$ cat src/rtl/mm_pkg.sv
// Shared types and constants for the matrix-multiply sequencing controller.
package mm_pkg;

  localparam int DIM_MAX    = 3;
  localparam int ELEM_W     = 4;
  localparam int ADDR_W_DEF = $clog2(DIM_MAX * DIM_MAX);

  typedef enum logic [2:0] {
    IDLE   = 3'd0,
    CLR    = 3'd1,
    LOAD_W = 3'd2,
    LOAD_X = 3'd3,
    STREAM = 3'd4,
    DRAIN  = 3'd5,
    DONE   = 3'd6
  } state_t;

  // Element count of a matrix: 2b x 2b product, zero-extended.
  function automatic logic [ELEM_W-1:0] elem_count(input logic [1:0] rows, input logic [1:0] cols);
    return {2'b00, rows} * {2'b00, cols};
  endfunction

endpackage

$ cat src/rtl/mm_step_cnt.sv
// Loadable up-counter with enable, terminal-count compare and synchronous clear.
module mm_step_cnt #(
  parameter int W = 4
) (
  input  logic         clk,
  input  logic         rst,
  input  logic         clr,
  input  logic         load,
  input  logic [W-1:0] load_val,
  input  logic         en,
  input  logic [W-1:0] tc,
  output logic [W-1:0] count,
  output logic         last
);

  assign last = (count == tc);

  // Count register; wraps to zero when stepping past the terminal count.
  always_ff @(posedge clk) begin
    if (rst || clr) begin
      count <= '0;
    end else if (load) begin
      count <= load_val;
    end else if (en) begin
      count <= last ? '0 : count + W'(1);
    end else begin
      count <= count;
    end
  end

endmodule

$ cat src/rtl/mm_seq_ctrl.sv
// Sequencing FSM for the matrix-multiply bank and MAC array.
// Optional build macro: MM_DIM_CHECK_EN also rejects starts with col_w != row_x.
module mm_seq_ctrl
  import mm_pkg::*;
#(
  parameter int ADDR_W    = ADDR_W_DEF,
  parameter int DRAIN_CYC = 3
) (
  input  logic              clk,
  input  logic              rst,
  input  logic              start,
  input  logic [1:0]        row_w,
  input  logic [1:0]        col_w,
  input  logic [1:0]        row_x,
  input  logic [1:0]        col_x,
  input  logic              in_valid,
  output logic              in_ready,
  output logic              mem_we,
  output logic              mem_sel,
  output logic [ADDR_W-1:0] mem_addr,
  output logic              clear_mem,
  output logic              rd_en,
  output logic [1:0]        rd_k,
  output logic              ld_mac,
  output logic              clear_mac,
  output logic              busy,
  output logic              done,
  output logic              err
);

  localparam int DRAIN_W = (DRAIN_CYC > 1) ? $clog2(DRAIN_CYC) : 1;

  state_t              state, state_nxt;
  logic [1:0]          row_w_r, col_w_r, row_x_r, col_x_r;
  logic [ELEM_W-1:0]   n_w, n_x, ld_cnt, ld_tc;
  logic [1:0]          st_cnt, st_tc;
  logic [DRAIN_W-1:0]  dr_cnt, dr_tc;
  logic                ld_last, st_last, dr_last;
  logic                beat, reject, accept, cnt_clr;

`ifdef MM_DIM_CHECK_EN
  assign reject = (row_w == 2'd0) || (col_w == 2'd0) || (row_x == 2'd0) || (col_x == 2'd0)
                  || (col_w != row_x);
`else
  assign reject = (row_w == 2'd0) || (col_w == 2'd0) || (row_x == 2'd0) || (col_x == 2'd0);
`endif

  assign accept  = (state == IDLE) && start && !reject;
  // A beat arriving while reset is asserted is not written.
  assign beat    = in_valid && in_ready && !rst;
  assign mem_we  = beat;
  assign n_w     = elem_count(row_w_r, col_w_r);
  assign n_x     = elem_count(row_x_r, col_x_r);
  assign ld_tc   = (state == LOAD_X) ? (n_x - 4'd1) : (n_w - 4'd1);
  assign st_tc   = col_w_r - 2'd1;
  assign dr_tc   = DRAIN_W'(DRAIN_CYC - 1);
  assign cnt_clr = (state == CLR);
  assign mem_addr = ADDR_W'(ld_cnt);
  assign rd_k     = st_cnt;

  mm_step_cnt #(.W(ELEM_W)) u_ld_cnt (
    .clk(clk), .rst(rst), .clr(cnt_clr), .load(1'b0), .load_val({ELEM_W{1'b0}}),
    .en(beat), .tc(ld_tc), .count(ld_cnt), .last(ld_last)
  );

  mm_step_cnt #(.W(2)) u_st_cnt (
    .clk(clk), .rst(rst), .clr(cnt_clr), .load(1'b0), .load_val(2'b00),
    .en(state == STREAM), .tc(st_tc), .count(st_cnt), .last(st_last)
  );

  mm_step_cnt #(.W(DRAIN_W)) u_dr_cnt (
    .clk(clk), .rst(rst), .clr(cnt_clr), .load(1'b0), .load_val({DRAIN_W{1'b0}}),
    .en(state == DRAIN), .tc(dr_tc), .count(dr_cnt), .last(dr_last)
  );

  // Dimension latch, captured only on an accepted start.
  always_ff @(posedge clk) begin
    if (rst) begin
      row_w_r <= 2'd0;
      col_w_r <= 2'd0;
      row_x_r <= 2'd0;
      col_x_r <= 2'd0;
    end else if (accept) begin
      row_w_r <= row_w;
      col_w_r <= col_w;
      row_x_r <= row_x;
      col_x_r <= col_x;
    end else begin
      row_w_r <= row_w_r;
      col_w_r <= col_w_r;
      row_x_r <= row_x_r;
      col_x_r <= col_x_r;
    end
  end

  // Next-state decode.
  always_comb begin
    state_nxt = state;
    case (state)
      IDLE:    state_nxt = accept ? CLR : IDLE;
      CLR:     state_nxt = LOAD_W;
      LOAD_W:  state_nxt = (beat && ld_last) ? LOAD_X : LOAD_W;
      LOAD_X:  state_nxt = (beat && ld_last) ? STREAM : LOAD_X;
      STREAM:  state_nxt = st_last ? DRAIN : STREAM;
      DRAIN:   state_nxt = dr_last ? DONE : DRAIN;
      DONE:    state_nxt = IDLE;
      default: state_nxt = IDLE;
    endcase
  end

  // State register with outputs registered from the state being entered.
  always_ff @(posedge clk) begin
    if (rst) begin
      state     <= IDLE;
      in_ready  <= 1'b0;
      mem_sel   <= 1'b0;
      clear_mem <= 1'b0;
      clear_mac <= 1'b0;
      rd_en     <= 1'b0;
      ld_mac    <= 1'b0;
      busy      <= 1'b0;
      done      <= 1'b0;
      err       <= 1'b0;
    end else begin
      state     <= state_nxt;
      in_ready  <= (state_nxt == LOAD_W) || (state_nxt == LOAD_X);
      mem_sel   <= (state_nxt == LOAD_X);
      clear_mem <= (state_nxt == CLR);
      clear_mac <= (state_nxt == CLR);
      rd_en     <= (state_nxt == STREAM);
      ld_mac    <= (state_nxt == STREAM);
      busy      <= (state_nxt != IDLE);
      done      <= (state_nxt == DONE);
      err       <= (state == IDLE) && start && reject;
    end
  end

endmodule

$ cat config.mk
export PLATFORM = sky130hd
export DESIGN_NAME = mm_seq_ctrl
export DESIGN_NICKNAME = d
export VERILOG_FILES = /design/src/rtl/mm_pkg.sv /design/src/rtl/mm_step_cnt.sv /design/src/rtl/mm_seq_ctrl.sv
export SDC_FILE = /design/constraint.sdc
export NUM_CORES = 1
export LEC_CHECK = 0
export ABC_AREA = 1
export CORE_MARGIN = 2
export CORE_UTILIZATION = 45
export DETAILED_ROUTE_END_ITERATION = 6
export PLACE_DENSITY = 0.74
export SLEW_MARGIN = 10
export SYNTH_ARGS = -nofsm -noshare
export SYNTH_HDL_FRONTEND = slang
export SYNTH_SLANG_ARGS = --single-unit
$ cat constraint.sdc
create_clock -name clk -period 2.37 [get_ports clk]
set_input_delay 0.711 -clock clk [delete_from_list [all_inputs] [get_ports clk]]
set_output_delay 0.711 -clock clk [all_outputs]
set_load 0.01 [all_outputs]
# Word-level counts from Yosys, hierarchy flattened
# Index checks and enable logic that the tools add are counted.
[totals] register_bits=26 elab_cells=65 out_inout_bits=16
[classes] n_mux=10 n_mul=2 n_reduce_logical=19 add_sub_neg=6 n_eq_ne=13
[op_table] op="one-hot mux 3 bit (6 select lines)" count=1
[op_table] op="equality test 3 x 2 -> 1 bit, second input constant" count=4
[op_table] op="equality test 3 bit, second input constant" count=4
[op_table] op="logical NOT 2 bit" count=4
[op_table] op="multiplier 2 x 2 -> 4 bit" count=2
[op_table] op="two-way mux 4 bit" count=2
[op_table] op="subtractor 4 x 1 -> 4 bit, second input constant" count=2
[op_table] op="equality test 3 x 1 -> 1 bit, second input constant" count=2
[op_table] op="logical AND 1 bit" count=6
[op_table] op="two-way mux 2 bit" count=3
[op_table] op="logical OR 1 bit" count=5
[op_table] op="adder 2 x 1 -> 2 bit, second input constant" count=2
[op_table] op="adder 4 x 1 -> 4 bit, second input constant" count=1
[op_table] op="equality test 4 bit" count=1
[op_table] op="logical NOT 3 bit" count=1
[op_table] op="two-way mux 1 bit" count=3
[op_table] op="two-way mux 3 bit" count=1
[op_table] op="nonzero test 3 bit" count=1
[op_table] op="equality test 2 bit" count=1
[op_table] op="equality test 2 bit, second input constant" count=1
[op_table] op="logical NOT 1 bit" count=2
[op_table] op="subtractor 2 x 1 -> 2 bit, second input constant" count=1

# Depth between registers and ports, before layout
# Gate-level depths: netlist of run 1.
[depth] word_depth=10 depth_mapped=17

# Cells and area by module
# Synthesis of run 1 repeated with hierarchy kept, for this count alone.
[unflattened] cells_unflattened=249 area_unflattened_um2=1681.6
[by_module_without_submodules] mod="mm_seq_ctrl" instances=1 cells_each=137 area_per_inst_um2=1043.5 seq_area_each_um2=360.3
[by_module_without_submodules] mod="mm_step_cnt at u_dr_cnt ..." instances=2 cells_each=32 area_per_inst_um2=171.4 seq_area_each_um2=40.0
[by_module_without_submodules] mod="mm_step_cnt at u_ld_cnt" instances=1 cells_each=48 area_per_inst_um2=295.3 seq_area_each_um2=80.1

# Least setup slack after synthesis of run 1
# No wires, ideal clock.
[synth_timing] kind="register -> register" start="register col_w_r[1]" end="register busy" path_buffers=0 t_arrival_ps=2085 synth_period_minus_slack_ps=2199 path_stages_with_launch=15 path_slack_ps=171 setup_time_ps=114 path_cell_list="dfxtp_1 nand2_1 ha_1 inv_1 ha_1 fa_1 inv_1 nand2_1 a21oi_1 nor2_2 nand3_2 nand2_2 nand4_1 nand2_1 nand2_1"
[synth_between] elab_chain_cells=8 word_cells_on_any_way=12 cone_classes="2 x add/sub; 1 x mul; 2 x eq/ne; 5 x mux; 2 x reduce/logical"
[synth_lines] element="start: declaration" line_no="mm_seq_ctrl.sv:34" source="logic [1:0] row_w_r, col_w_r, row_x_r, col_x_r;"
[synth_lines] element="start signal: assignment" line_no="mm_seq_ctrl.sv:85" source="col_w_r <= col_w;"
[synth_lines] element="start signal: assignment" line_no="mm_seq_ctrl.sv:90" source="col_w_r <= col_w_r;"
[synth_lines] element="multiplier 2 x 2 -> 4 bit" line_no="mm_pkg.sv:20" source="return {2'b00, rows} * {2'b00, cols};"
[synth_lines] element="subtractor 4 x 1 -> 4 bit" line_no="mm_seq_ctrl.sv:54" source="assign ld_tc = (state == LOAD_X) ? (n_x - 4'd1) : (n_w - 4'd1);"
[synth_lines] element="two-way mux 4 bit" line_no="mm_seq_ctrl.sv:54"
[synth_lines] element="equality test 4 bit" line_no="mm_step_cnt.sv:16" source="assign last = (count == tc);"
[synth_lines] element="logical AND 1 bit" line_no="mm_seq_ctrl.sv:102, mm_seq_ctrl.sv:103"
[synth_lines] element="two-way mux 3 bit or two-way mux 1 bit (tied branches)" line_no="mm_seq_ctrl.sv:103, mm_seq_ctrl.sv:102"
[synth_lines] element="one-hot mux 3 bit (6 select lines) *" line_no="mm_seq_ctrl.sv:99" source="case (state)"
[synth_lines] element="nonzero test 3 bit *" line_no="mm_seq_ctrl.sv:132" source="busy <= (state_nxt != IDLE);"
[synth_lines] element="end signal: assignment" line_no="mm_seq_ctrl.sv:132"
[synth_lines] element="end: declaration" line_no="mm_seq_ctrl.sv:26" source="output logic busy,"
# Mark *: on every way between the ends. The rest lies on a longest branch, timed or not.
# A chain may end at the register's enable or synchronous reset.

# Worst setup path after layout of run 1
[layout_timing] start="register col_x_r[1]" end="register u_ld_cnt.count[3]"
[layout_between] elab_chain_cells=5
[layout_lines] element="start: declaration" line_no="mm_seq_ctrl.sv:34"
[layout_lines] element="start signal: assignment" line_no="mm_seq_ctrl.sv:87" source="col_x_r <= col_x;"
[layout_lines] element="start signal: assignment" line_no="mm_seq_ctrl.sv:92" source="col_x_r <= col_x_r;"
[layout_lines] element="multiplier 2 x 2 -> 4 bit" line_no="mm_pkg.sv:20"
[layout_lines] element="subtractor 4 x 1 -> 4 bit" line_no="mm_seq_ctrl.sv:54"
[layout_lines] element="two-way mux 4 bit" line_no="mm_seq_ctrl.sv:54"
[layout_lines] element="equality test 4 bit" line_no="mm_step_cnt.sv:16"
[layout_lines] element="two-way mux 4 bit" line_no="mm_step_cnt.sv:25" source="count <= last ? '0 : count + W'(1);"
[layout_lines] element="end signal: assignment" line_no="mm_step_cnt.sv:23" source="count <= load_val;"
[layout_lines] element="end signal: assignment" line_no="mm_step_cnt.sv:25"
[layout_lines] element="end signal: assignment" line_no="mm_step_cnt.sv:27" source="count <= count;"
[layout_lines] element="end: declaration" line_no="mm_step_cnt.sv:12" source="output logic [W-1:0] count,"
# Every way passes these cells.

==> results.md, run 1 <==
Routing:
- The post-detailed-route count of antenna-violating nets is 0.
- The DRC violation count after routing is 0.
- In the routed layout, each cell is associated on average with a via count of ~5.
- The initial detailed-routing violation count is 50.
- For this run, the detailed router's first-pass iteration total came to 5.
- In the final routed layout, each cell accounts on average for ~11 µm.
- The number of vias after detailed routing is between 1000 and 1500.
- The final wirelength is between 2 and 3 mm.

Status:
- The flow ran to the end, and the final reports show no timing, DRC or antenna violations.

Global routing:
- The total global routing overflow is 0.
- The wire length of the first global-routing pass is ~5 mm.
- The via count of the first global-routing pass is about 1200.
- In the global route stage, overall resource usage came out at ~18%.
- The largest net degree at the start of global routing is 14.
- The initial antenna violation count is 0.

Final layout:
- The net total in the final layout is approximately 260.
- The proportion of layout cells with a drive suffix above 1 is 18.93%.
- The most frequent standard cell in the layout excluding fill and tap cells is sky130_fd_sc_hd__nand2_1.
- The layout-stage area growth over the synthesis result is 32.29%.
- In the layout the commonest cells are sky130_fd_sc_hd__nand2_1, sky130_fd_sc_hd__nor2_1, sky130_fd_sc_hd__inv_1.
- The count of inserted antenna diode cells is 0.

Setup path:
- Data on the critical path arrives at its endpoint at approximately 2.5 ns.
- The worst setup path is captured at a flip-flop.
- STA classifies the critical path startpoint as a flip-flop.
- By startpoint and endpoint, the worst setup path is classified as reg -> reg.
- The data required time at the worst endpoint is about 2.6 ns.
- The peak fanout along the critical path is 4.
- The register-to-register setup slack is ~0.06 ns.

Timing:
- The maximum clock frequency is 0.4327 GHz.
- Setup violations remaining at the end of the flow were counted as 0.
- The minimum hold slack is 0.5196 ns.
- After layout, the minimum clock period comes to ~2.3 ns.
- The share of the clock period used by the worst path is between 90% and 100%.
- Setup repair after global routing could not meet its margin everywhere.
- The worst relative slew slack is 82.00%.
- The setup skew after layout is ~0.0046 ns.
- The final worst setup slack is around 0.059 ns.
- The number of pins with negative max-slew slack in the final report came to 0.
- At the pin with the least slew margin, the transition time is 0.2672 ns.
- The number of hold-slack violations in the final timing report is 0.

Floorplan:
- The initial standard-cell utilization of the core is a little under half.
- The number of primary I/O pins is 28.
- The die area is 0.003571 mm².
- Measured along the y axis, the die boundary spans about 60 µm.
- From left edge to right edge, the die measures between 50 and 60 µm.
- The row count is 20.
- The core region is about 0.003 mm².

Place:
- The routability-driven placement congestion ratio is ~0.84.
- The wire-length estimate of the detail-placed layout is ~2.2 mm.
- The count of input and output buffers is 27.
- OpenSTA, run right after detailed placement, puts the worst setup slack at -0.2556 ns.

Pwr:
- Power spread over the standard cell area amounts to about 420 mW/mm².
- In this run the static leakage power is 0.8725 nW.
- The peak supply drop is roughly 0.25 mV.

Logic synthesis:
- Summing the areas of all fa, ha and maj instances in the mapped netlist gives about 7.3% of the synthesized area.
- In this run the mean area of a mapped cell was around 7 µm².
- The area of the mapped netlist is roughly 0.0014 mm².
- The post-synthesis sequential area ratio is a little under two fifths.
- The number of nets handed over by synthesis was ~220.
- In the synthesized netlist, the number of instances is between 200 and 250.
- The main combinational cell family by area after synthesis is simple AND/OR/NAND/NOR gates.
- Multiplexer cells account for 0% of the synthesized area.
- The number of synthesis warnings is 0.
- The number of flip-flops and latches in the synthesized netlist is 26.
- Summing the areas of all compound-gate instances in the mapped netlist gives 7.782% of the synthesized area.
- After Yosys synthesis, XOR and XNOR cells account for 1.878% of the synthesized area.
- Of the total synthesized cell area, the portion taken by AND, OR, NAND and NOR gates is approximately a third.
- The count of different cell masters after synthesis is 27.

Clock tree:
- Counting the buffers created by CTS gives 3.
- The clock reaches the later pin of the worst-skew pair after between 0.3 and 0.4 ns.
- The root buffer cell is sky130_fd_sc_hd__clkbuf_4.
- The longest clock path from root to sink contains 2 buffers.
- The CTS clock-pin slew for the worst setup and hold paths is ~0.13 ns.
- The number of clock sinks is 26.
- In this run the number of H-tree levels came out at 1.
- TritonCTS built the clock tree.
- The number of buffers inserted for hold repair after clock tree synthesis is 0.

Job:
- The total of max-cap violations is 0.

Min path:
- The class of the tightest hold or removal check is reg -> reg.
[routing by layer]
layer / global-route usage, % / vias to the layer above / wire length, µm
met1: 23.46 / 596 / 1453
met5: 0 / - / 0
met4: 9.524 / 0 / 49
li1: - / 724 / -
met2: 29.04 / 40 / 1335
met3: 3.896 / 5 / 147
[registers in the layout, summed over array words and instances, names as in the netlist]
| name | cells |
|---|---|
| u_ld_cnt.count | 4 |
| state | 3 |
| col_w_r | 2 |
| col_x_r | 2 |
| row_w_r | 2 |
| row_x_r | 2 |
| u_dr_cnt.count | 2 |
| u_st_cnt.count | 2 |
| busy | 1 |
| clear_mac | 1 |
| done | 1 |
| err | 1 |
| in_ready | 1 |
| ld_mac | 1 |
| mem_sel | 1 |
[timing repair]
item / 4_1_cts / 5_1_grt
setup endpoints to repair: 1 / 11
gates resized for setup: 1 / 24
setup buffers: 0 / 2
pin swaps: 0 / 6
[critical path: stages, from the launching register on]
cell,delay (ns)
sky130_fd_sc_hd__dfxtp_2,0.37
sky130_fd_sc_hd__nand2_1,0.06
sky130_fd_sc_hd__ha_1,0.29
sky130_fd_sc_hd__inv_1,0.06
sky130_fd_sc_hd__ha_2,0.17
sky130_fd_sc_hd__fa_2,0.43
sky130_fd_sc_hd__inv_2,0.06
sky130_fd_sc_hd__nand2_2,0.06
sky130_fd_sc_hd__nand3_2,0.08
sky130_fd_sc_hd__nand2_2,0.07
sky130_fd_sc_hd__nor2_4,0.13
sky130_fd_sc_hd__nand3_2,0.09
sky130_fd_sc_hd__buf_4,0.15
sky130_fd_sc_hd__nand2_2,0.07
sky130_fd_sc_hd__or2_1,0.10
sky130_fd_sc_hd__inv_1,0.03
[synthesized netlist by cell type]
library cell	instances	share of area (%)
sky130_fd_sc_hd__a211oi_1	3	1.6
sky130_fd_sc_hd__a21oi_1	5	1.8
sky130_fd_sc_hd__buf_4	2	1.1
sky130_fd_sc_hd__clkbuf_1	1	0.27
sky130_fd_sc_hd__clkinv_1	1	0.27
sky130_fd_sc_hd__dfxtp_1	26	37
sky130_fd_sc_hd__fa_1	2	2.9
sky130_fd_sc_hd__ha_1	5	4.5
sky130_fd_sc_hd__inv_1	32	8.6
sky130_fd_sc_hd__inv_2	1	0.27
sky130_fd_sc_hd__nand2_1	46	12
sky130_fd_sc_hd__nand2_2	2	0.89
sky130_fd_sc_hd__nand3_1	12	4.3
sky130_fd_sc_hd__nand3_2	2	1.4
sky130_fd_sc_hd__nand3b_1	1	0.54
sky130_fd_sc_hd__nand4_1	6	2.7
sky130_fd_sc_hd__nor2_1	32	8.6
sky130_fd_sc_hd__nor2_2	3	1.3
sky130_fd_sc_hd__nor2_4	1	0.80
sky130_fd_sc_hd__nor3_1	4	1.4
sky130_fd_sc_hd__nor3b_1	1	0.54
sky130_fd_sc_hd__o21ai_0	10	3.6
sky130_fd_sc_hd__o21ai_1	1	0.36
sky130_fd_sc_hd__o22ai_1	1	0.45
sky130_fd_sc_hd__or2_1	1	0.45
sky130_fd_sc_hd__xnor2_1	2	1.3
sky130_fd_sc_hd__xor2_1	1	0.63
[final timing paths]
check	from	to	depth (start not counted)
worst max-delay path	col_x_r[1]	u_ld_cnt.count[3]	15
worst min-delay path	u_dr_cnt.count[1]	done	2
worst max register to register	col_x_r[1]	u_ld_cnt.count[3]	15
worst min register to register	u_dr_cnt.count[1]	done	2
[area by class of cell]
class | instances | area (µm²)
clock buffer | 3 | 22.52
fill | 273 | 1152
inverter | 34 | 127.6
timing repair buffer | 39 | 355.3
multi-input combinational | 141 | 774.5
tap | 33 | 41.29
sequential | 26 | 529.3
[stage by stage]
stage,util (%),total power (W),setup TNS [ns],instance area (µm²),instances
floorplan,-,0.0005394,0,1399,204
global placement,58.83,0.0006005,-0.2356,1767,271
detailed placement,58.83,0.0006020,-0.2556,1767,271
CTS,59.54,0.0007844,0,1788,274
global route,61.63,0.0008311,-0.2523,1851,276
finish,61.63,0.0007817,0,1851,276
[cells by family (layout without fill, tap and decap cells)]
kind of cell | Yosys count | in the layout
AOI/OAI and AO/OA | 20 | 20
and+or+nand+nor | 111 | 111
buffers and inverters | 37 | 76
DFF | 26 | 26
adders and majority gates | 7 | 7
xor gates and xnor gates | 3 | 3
[report_power, final]
part	leakage, nW	total [W]	internal, W	switching, W
sequential	0.214	0.000468	0.000456	0.0000125
clock	0.0138	0.000179	0.0000596	0.000119
combinational	0.645	0.000134	0.0000668	0.0000675
total	0.873	0.000782	0.000582	0.000199
Note: power is estimated with default switching activity, not from simulation.
==> run 2, diff against run 1 <==
--- a/config.mk
+++ b/config.mk
@@ -8,6 +8,7 @@
 export ABC_AREA = 1
 export CORE_MARGIN = 2
 export CORE_UTILIZATION = 45
+export CTS_BUF_LIST = sky130_fd_sc_hd__clkbuf_8
 export DETAILED_ROUTE_END_ITERATION = 6
 export PLACE_DENSITY = 0.74
 export SLEW_MARGIN = 10
==> results.md, run 2 (same netlist as run 1, synthesis figures left out) <==
Setup path:
- Along the worst path, the maximum fanout reaches 4.
- The classification of the worst setup path is reg -> reg.
- The kind of start point of the critical path is a flip-flop.
- The most used cell along the critical path is sky130_fd_sc_hd__nand2_2.
- Among all stages on the critical path, the largest delay is contributed by sky130_fd_sc_hd__fa_2.
- In this run the register-to-register setup slack is around 0.053 ns.
- The number of cells on the worst reg-to-reg path is 15.
- The worst register-to-register path begins at col_x_r[1].
- In this design, the stage delay of the slowest critical-path cell is between 0.5 and 0.6 ns.
- The data required time at the worst endpoint is around 2.6 ns.
- The signal on the critical path passes through nand2_1 -> ha_1 -> inv_1 -> ha_2 -> fa_2 -> inv_2 -> nand2_2 -> nand3_2 -> nand2_2 -> nor2_4 -> nand3_2 -> buf_4 -> nand2_2 -> or2_1 -> inv_1.
- The endpoint identified for the worst register-to-register timing path is u_ld_cnt.count[3].
- The worst path arrival time is between 2 and 3 ns.
- The kind of end point of the critical path is a flip-flop.

Timing:
- The setup skew after layout is approximately 0.0018 ns.
- The time the worst path needs with I/O delays and setup is ~2.3 ns.
- The share of the clock period used by the worst path is between 90% and 100%.
- The slew at the pin closest to its max-slew limit is 0.2997 ns.
- Setup violations remaining at the end of the flow were counted as 0.
- In the final timing run, aggregate negative setup slack is 0 ns.
- Setup repair after global routing could not meet its margin everywhere.
- The number of hold-slack violations in the final timing report came to 0.
- The number of pins with negative max-slew slack in the final report is 0.
- The worst pin sits at a relative slew slack of 79.81%.
- Across all setup checks in the final design, the least slack found is 0.05292 ns.
- The maximum clock frequency is 0.4316 GHz.

Floorplan:
- The row count is 20.
- Measured along the y axis, the die boundary spans roughly 60 µm.
- The number of primary I/O pins is 28.
- The die area is approximately 0.0036 mm².
- The placeable core region is approximately 0.003 mm².
- For this configuration, the core starts out at a cell density of between 40% and 50%.
- In this run the horizontal extent of the chip is between 50 and 60 µm.

Status:
- The flow ran to the end, and the final reports show no timing, DRC or antenna violations.

Place:
- The half-perimeter wire length after placement is between 2 and 2.5 mm.
- The count of buffers added on input and output ports is 27.
- At the end of routability-driven placement, the weighted congestion stood at roughly 0.84.
- The number of placed instances with taps included is about 270.
- Before CTS, the worst setup slack after placement is -0.2556 ns.

Final layout:
- The flip-flop count of the largest register after layout is 4.
- The proportion of layout cells with a drive suffix above 1 is between 10% and 20%.
- The largest register by flop count is u_ld_cnt.count.
- The layout-stage area growth over the synthesis result is 33.63%.
- The most frequent standard cell in the layout excluding fill and tap cells is sky130_fd_sc_hd__nand2_1.
- At the end of the flow the core is filled with cells to 62.25%.
- The count of inserted antenna diode cells is 0.
- At the end of the flow, the number of nets in the layout was 264.
- The finished layout holds between 200 and 300 standard cells, fillers aside.
- The largest registers in the layout are u_ld_cnt.count (4), state (3).
- In the layout the commonest cells are sky130_fd_sc_hd__nand2_1, sky130_fd_sc_hd__nor2_1, sky130_fd_sc_hd__inv_1.

Routing:
- For this block, the via count after detailed routing is between 1000 and 1500.
- The number of detailed-routing iterations run before antenna repair is 4.
- Wires add up to 2.989 mm.
- Dividing the detail-routed wire length by the instance count gives around 11 µm.
- The initial detailed-routing violation count is 45.
- The via count normalized by instance count is about 4.9.
- The DRC violation count after routing is 0.
- The detail route stage leaves a number of antenna-violating nets equal to 0.

Pwr:
- The peak supply drop is 0.2892 mV.
- Combinational logic is responsible for about 16% of the overall power.
- Registers are responsible for between 50% and 60% of the overall power.
- The design draws about 0.00085 W.
- The net load switching power is between 0.0002 and 0.00025 W.
- The internal power of the cells totals 0.0006364 W.
- The power density relative to cell area is around 450 mW/mm².
- For this design the static power due to leakage is between 0.8 and 0.9 nW.
- Net switching is between 20% and 30% of the power.
- The share of total power in the clock network is 29.0%.

Job:
- Max-cap violations in this run came to 0.

Clock tree:
- The number of clock sinks is 26.
- In this run, CTS created clock tree buffers numbering 3.
- Clock latency on the worst-skew pair, taken at its later pin, is between 0.2 and 0.3 ns.
- The clock tree from TritonCTS is done.
- The root buffer cell is sky130_fd_sc_hd__clkbuf_8.
- The maximum root-to-sink buffer count is 2.
- The CTS clock-pin slew for the worst setup and hold paths is approximately 0.080 ns.
- The number of buffers inserted for hold repair after clock tree synthesis is 0.
- The number of H-tree branching levels is 1.

Min path:
- The class of the tightest hold or removal check is reg -> reg.
- The startpoint identified for the worst hold timing path is u_dr_cnt.count[1].
- The hold path endpoint is done.
- The number of cells on the worst hold path is 2.

Global routing:
- The total overflow left after global routing is 0.
- The initial antenna violation count is 0.
- The wire length of the first global-routing pass is 4.974 mm.
- Entering global routing, the biggest net connects 14 pins.
- Across every metal layer, demand over resource in global routing totals about 18%.
- The via count of the first global-routing pass is 1215.
==> run 2: routing by layer <==
metal	up-vias	global-route usage (%)	part of all wire [%]
li1	724	-	-
met1	576	23.86	48
met3	7	2.814	4.6
met2	32	29.66	45
met5	-	0	0
met4	0	8.889	2.3
==> run 2: final cells by class <==
| class | count | area (µm²) |
|---|---|---|
| fillers | 273 | 1134 |
| multi-input cells | 141 | 774.5 |
| repair buffers | 39 | 355.3 |
| clock buffers | 3 | 41.29 |
| flip-flops and latches | 26 | 529.3 |
| inverters | 34 | 127.6 |
| well taps | 33 | 41.29 |
==> run 2: worst max-delay path by stage <==
stage / from / end / slack, ns / cells after the start
after floorplan: col_w_r[1] / busy / 0.17 / 14
after global placement: in_valid / mem_we / -0.24 / 4
after detailed placement: in_valid / mem_we / -0.26 / 4
after CTS: in_valid / mem_we / 0.006 / 4
after global routing: col_x_r[1] / busy / -0.13 / 17
final: col_x_r[1] / u_ld_cnt.count[3] / 0.05 / 15
==> run 2: timing repair <==
item | 4_1_cts | 5_1_grt
buffers inserted | 0 | 2
gates cloned | 0 | 0
endpoints found under the setup margin | 1 | 11
resized for setup | 1 | 24
pin swaps | 0 | 7
==> run 2: metrics by stage <==
stage / hold WS (ns) / area, µm²
2_1_floorplan: 0.4716 / 1399
3_3_place_gp: 0.4933 / 1767
5_1_grt: 0.5340 / 1869
3_5_place_dp: 0.4991 / 1767
6_report: 0.5129 / 1869
4_1_cts: 0.5145 / 1807
==> run 2: worst max-delay path, delay by kind of cell (launching register included) <==
| kind | cells | cell delay (ns) |
|---|---|---|
| AND/OR/NAND/NOR | 8 | 0.70 |
| adder cells (fa/ha/maj) | 3 | 0.97 |
| flip-flops | 1 | 0.36 |
| buffers and inverters | 4 | 0.25 |
==> run 2: power groups by stage <==
stage / Clock, W / Sequential (W) / Combinational (W)
after global placement: 0 / 0.000476 / 0.000124
after floorplan: 0 / 0.000478 / 0.0000609
after global routing: 0.000263 / 0.000470 / 0.000153
after detailed placement: 0 / 0.000476 / 0.000126
final: 0.000246 / 0.000468 / 0.000134
after CTS: 0.000251 / 0.000466 / 0.000126
==> run 3, diff against run 2 <==
--- a/config.mk
+++ b/config.mk
@@ -10,8 +10,9 @@
 export CORE_UTILIZATION = 45
 export CTS_BUF_LIST = sky130_fd_sc_hd__clkbuf_8
 export DETAILED_ROUTE_END_ITERATION = 6
-export PLACE_DENSITY = 0.74
+export PLACE_DENSITY = 0.72
 export SLEW_MARGIN = 10
 export SYNTH_ARGS = -nofsm -noshare
 export SYNTH_HDL_FRONTEND = slang
+export SYNTH_HIERARCHICAL = 1
 export SYNTH_SLANG_ARGS = --single-unit
==> results.md, run 3 <==
Logic synthesis:
- The number of synthesis warnings is 6.
- After synthesis the netlist holds a flip-flop and latch count of 26.
- The share of synthesized flip-flops with an asynchronous set or reset is 0%.
- Counting every instance in the synthesized netlist gives ~250.
- Averaged over all synthesized cells, the footprint is roughly 6.8 µm².
- By count the netlist is led by sky130_fd_sc_hd__nand2_1, sky130_fd_sc_hd__inv_1, sky130_fd_sc_hd__dfxtp_1, sky130_fd_sc_hd__nor2_1, sky130_fd_sc_hd__nand2_2.
- In this run, distinct cell masters in the synthesized netlist total 28.
- The most used flip-flop cell after synthesis is sky130_fd_sc_hd__dfxtp_1.
- For this run, the register share of the synthesized area comes to approximately 31%.
- The number of flops mapped to enable cells by yosys is 0.
- The leading area contributor after synthesis is sky130_fd_sc_hd__dfxtp_1.
- The cell area that synthesis handed to floorplanning was ~0.0017 mm².
- After synthesis, the cell types taking the most area are sky130_fd_sc_hd__dfxtp_1, sky130_fd_sc_hd__nand2_1, sky130_fd_sc_hd__inv_1.
- In the post-synthesis netlist, the cell with the most instances is sky130_fd_sc_hd__nand2_1.
- After synthesis, the largest area contributor takes up 30.95% of total cell area.

Clock tree:
- The maximum root-to-sink buffer count is 2.
- TritonCTS built the clock tree.
- The clock drives 26 sinks.
- The CTS clock-pin slew for the worst setup and hold paths is approximately 0.10 ns.
- The later-pin clock latency in the skew report is roughly 0.28 ns.
- The root buffer cell is sky130_fd_sc_hd__clkbuf_8.
- The number of clock buffers added by TritonCTS is 3.
- Once the clock tree was built, the setup fixing pass inserted 0 buffers.
- CTS built an H-tree with a depth of 1.
- The number of buffers inserted for hold repair after clock tree synthesis is 0.

Floorplan:
- The die area is ~0.0042 mm².
- From bottom edge to top edge, the die measures ~65 µm.
- The floorplan has 22 rows.
- The number of primary I/O pins is 28.
- The core region is 0.003633 mm².
- Once the floorplan was initialized, standard cells occupied between 40% and 50% of the core.
- The overall die width is 65.13 µm.

Timing:
- The final setup TNS is -1.145 ns.
- The maximum clock frequency is between 0.3 and 0.4 GHz.
- The number of pins with negative max-slew slack in the final report came to 0.
- The time the worst path needs with I/O delays and setup is ~2.6 ns.
- In the finished design, the share of the clock period the worst path needs comes to 108.2%.
- The number of hold-slack violations in the final timing report is 0.
- The final-report setup violation count is 7.
- Clock skew on the completed layout was measured at 0.004868 ns.
- Setup repair after global routing could not meet its margin everywhere.
- Across all setup checks in the final design, the least slack found is -0.1942 ns.

Final layout:
- Cells with a size suffix above 1 make up 26.25% of the layout.
- The total area of sequential cells is approximately 530 µm².
- Compared with the post-synthesis result, the final layout area differs by 38.99%.
- In the layout the commonest cells are sky130_fd_sc_hd__nand2_1, sky130_fd_sc_hd__inv_1, sky130_fd_sc_hd__conb_1.
- Once layout is complete, the utilization of the core stands at between 60% and 70%.
- The largest register by flop count is u_ld_cnt/count.
- Fill cells in the final layout number 339.
- Once layout is complete, the cells apart from fillers number about 370.
- The net total in the final layout is 340.
- The flip-flop count of the largest register after layout is 4.
- Leaving out fill and tap cells, the most frequent cell in the layout is sky130_fd_sc_hd__nand2_1.
- The largest registers in the layout are u_ld_cnt/count (4), state (3).
- The count of inserted antenna diode cells is 0.
- The multi-input combinational cells in the finished layout cover a total of between 0.001 and 0.0015 mm².
- After routing the design area is around 0.0023 mm².

Place:
- The routability-driven placement congestion ratio is 0.7889.
- The worst slack after detailed placement is -0.2633 ns.
- Including well taps, the total number of placed cells is 364.
- In this run the tool buffered the top-level ports with 27 buffer cells.
- The cell area after placement is about 0.0022 mm².
- The half-perimeter wire length after placement is 2.631 mm.

Routing:
- The pre-antenna-repair detailed-routing pass consisted of 4 iterations.
- The final wirelength is around 3.2 mm.
- The final route contains 1604 vias.
- Dividing the detail-routed wire length by the instance count gives ~8.8 µm.
- The via count normalized by instance count is roughly 4.4.
- In the routed design, unresolved DRC markers number 0.
- The post-detailed-route count of antenna-violating nets is 0.
- The initial detailed-routing violation count is a little over 40.

Global routing:
- The first global-routing pass estimated roughly 6.0 mm of wire.
- In this run the most used layer during global routing was met2.
- The overall fraction of global-route tracks in use is a little under a fifth.
- The initial antenna violation count is 0.
- The met3 layer usage reported by global route is ~2.4%.
- Global routing consumed, on the met1 layer, a little over a fifth of the routing resources.
- The global routing met2 resource utilization is 32.47%.
- The total global routing overflow is 0.
- The largest net degree at the start of global routing is 16.
- The via count of the first global-routing pass came to between 1500 and 2000.

Pwr:
- The peak supply drop is approximately 0.34 mV.
- The net load switching power is 0.0002974 W.
- The switching power as a share of total power is a little over a quarter.
- The register share of total power is 44.2%.
- Summed over all cells, the static leakage comes to 1.160 nW.
- The power density relative to cell area is 472.7 mW/mm².
- Per report_power, the clock group accounts for about a third of the total.
- Internal power comes to between 0.0008 and 0.0009 W.
- In this run, the combinational gates consume between 20 and 25% of the power.

Setup path:
- The worst setup path is of the reg -> reg kind.
- The total buffers and inverters traversed by the critical path is 4.
- Broken down by cell family, the worst path's largest delay share belongs to simple AND/OR/NAND/NOR gates.
- Data on the critical path arrives at its endpoint at 2.75 ns.
- The data required time at the worst endpoint is approximately 2.6 ns.
- The kind of start point of the critical path is a flip-flop.
- The most used cell along the critical path is sky130_fd_sc_hd__nand2_1.
- The kind of end point of the critical path is a flip-flop.
- The peak fanout along the critical path is 3.
- The slowest stage of the critical path belongs to the cell sky130_fd_sc_hd__fa_2.
- The number of cells traversed by the worst register-to-register path is 21.
- The first element of the critical path is col_w_r[1].
- The register-to-register setup slack is -0.19 ns.
- Traced cell by cell, the critical path runs through nand2_2 -> ha_4 -> inv_2 -> ha_4 -> fa_2 -> xor2_1 -> nand2_1 -> o21ai_2 -> inv_1 -> nand2_1 -> nand2_1 -> nor2_1 -> nand2_2 -> inv_2 -> nand4_1 -> nand2_1 -> inv_2 -> nor2_4 -> nand3_2 -> nand2_1 -> nand2_1.
- The endpoint of the worst register-to-register path is busy.
- The biggest cell delay along the critical path is between 0.3 and 0.4 ns.
- In this run the critical register-to-register path is launched from col_w_r[1].

Min path:
- The number of cells on the worst hold path is 2.
- The hold path endpoint is u_dr_cnt/count[1].
- The class of the tightest hold or removal check is reg -> reg.
- The start point of the worst hold path is u_dr_cnt/count[1].

Job:
- The total of max-cap violations is 0.

Status:
- The flow ran to the end, but the final reports show violations.
- The checks that failed: setup timing.
[run 3: changes by cell type in the layout (fill, tap and decap cells not counted), moves of 5 or more]
cell / before / now
sky130_fd_sc_hd__buf_4: 12 / 18
sky130_fd_sc_hd__nand2_2: 6 / 15
sky130_fd_sc_hd__nor2_1: 32 / 23
sky130_fd_sc_hd__inv_1: 30 / 40
sky130_fd_sc_hd__inv_2: 3 / 11
sky130_fd_sc_hd__a21oi_1: 4 / 9
sky130_fd_sc_hd__conb_1: 0 / 28
sky130_fd_sc_hd__nand2_1: 42 / 59
sky130_fd_sc_hd__a21oi_2: 1 / 9
[run 3: worst max-delay path by stage]
stage                        end  slack [ns]  cells past startpoint
after floorplan             busy       -0.14                     21
after global placement    mem_we       -0.25                      4
after detailed placement  mem_we       -0.26                      4
after CTS                   busy       -0.22                     20
after global routing        busy       -0.48                     21
final                       busy       -0.19                     21
[run 3: worst reg2reg max path, cell delays in order, from the launching register on]
cell                      delay [ns]
sky130_fd_sc_hd__dfxtp_2        0.35
sky130_fd_sc_hd__nand2_2        0.07
sky130_fd_sc_hd__ha_4           0.26
sky130_fd_sc_hd__inv_2          0.03
sky130_fd_sc_hd__ha_4           0.15
sky130_fd_sc_hd__fa_2           0.36
sky130_fd_sc_hd__xor2_1         0.15
sky130_fd_sc_hd__nand2_1        0.08
sky130_fd_sc_hd__o21ai_2        0.06
sky130_fd_sc_hd__inv_1          0.05
sky130_fd_sc_hd__nand2_1        0.05
sky130_fd_sc_hd__nand2_1        0.05
sky130_fd_sc_hd__nor2_1         0.12
sky130_fd_sc_hd__nand2_2        0.07
sky130_fd_sc_hd__inv_2          0.04
sky130_fd_sc_hd__nand4_1        0.13
sky130_fd_sc_hd__nand2_1        0.13
sky130_fd_sc_hd__inv_2          0.06
sky130_fd_sc_hd__nor2_4         0.08
sky130_fd_sc_hd__nand3_2        0.07
sky130_fd_sc_hd__nand2_1        0.06
sky130_fd_sc_hd__nand2_1        0.04
[run 3: cells by family (layout without fill, tap and decap cells)]
family	after synthesis	count (layout)	synth area share (%)
fa+ha+maj	7	7	6.101
buf+inv	55	100	13.84
xor+xnor	5	5	2.605
other cells	2	28	0.4466
flops	26	26	30.95
compound gates	36	36	13.99
simple gates	118	118	32.07
[run 3: repair_timing]
action                                  CTS  global route
endpoints found under the hold margin     0             0
endpoints found under the setup margin    8            12
resized for setup                         5            11
cloned                                    0             0
pin swaps                                 9            10
[run 3: area by class of cell]
class	instances	area share, %
timing repair buffer	45	17.13
tap	48	2.570
clock inverter	1	1.285
multi-input combinational	194	46.36
inverter	51	8.191
clock buffer	3	1.767
sequential	26	22.70
[run 3: power groups by stage]
stage          clock network, W  registers, W  logic, W
2_1_floorplan                 0      0.000501  0.000143
3_3_place_gp                  0      0.000497  0.000229
5_1_grt                0.000402      0.000493  0.000273
3_5_place_dp                  0      0.000497  0.000233
4_1_cts                0.000391      0.000488  0.000235
6_report               0.000378      0.000488  0.000238
[run 3: routing by layer]
| layer | vias to the layer above | wire length, µm |
|---|---|---|
| met4 | 0 | 61 |
| met2 | 25 | 1584 |
| met5 | - | 0 |
| li1 | 873 | - |
| met1 | 701 | 1475 |
| met3 | 5 | 100 |
[run 3: metrics by stage]
stage / power, W / hold WS, ns
6_report: 0.001105 / 0.4989
5_1_grt: 0.001169 / 0.5532
4_1_cts: 0.001113 / 0.4956
3_5_place_dp: 0.0007303 / 0.4801
3_3_place_gp: 0.0007258 / 0.4627
2_1_floorplan: 0.0006445 / 0.4390
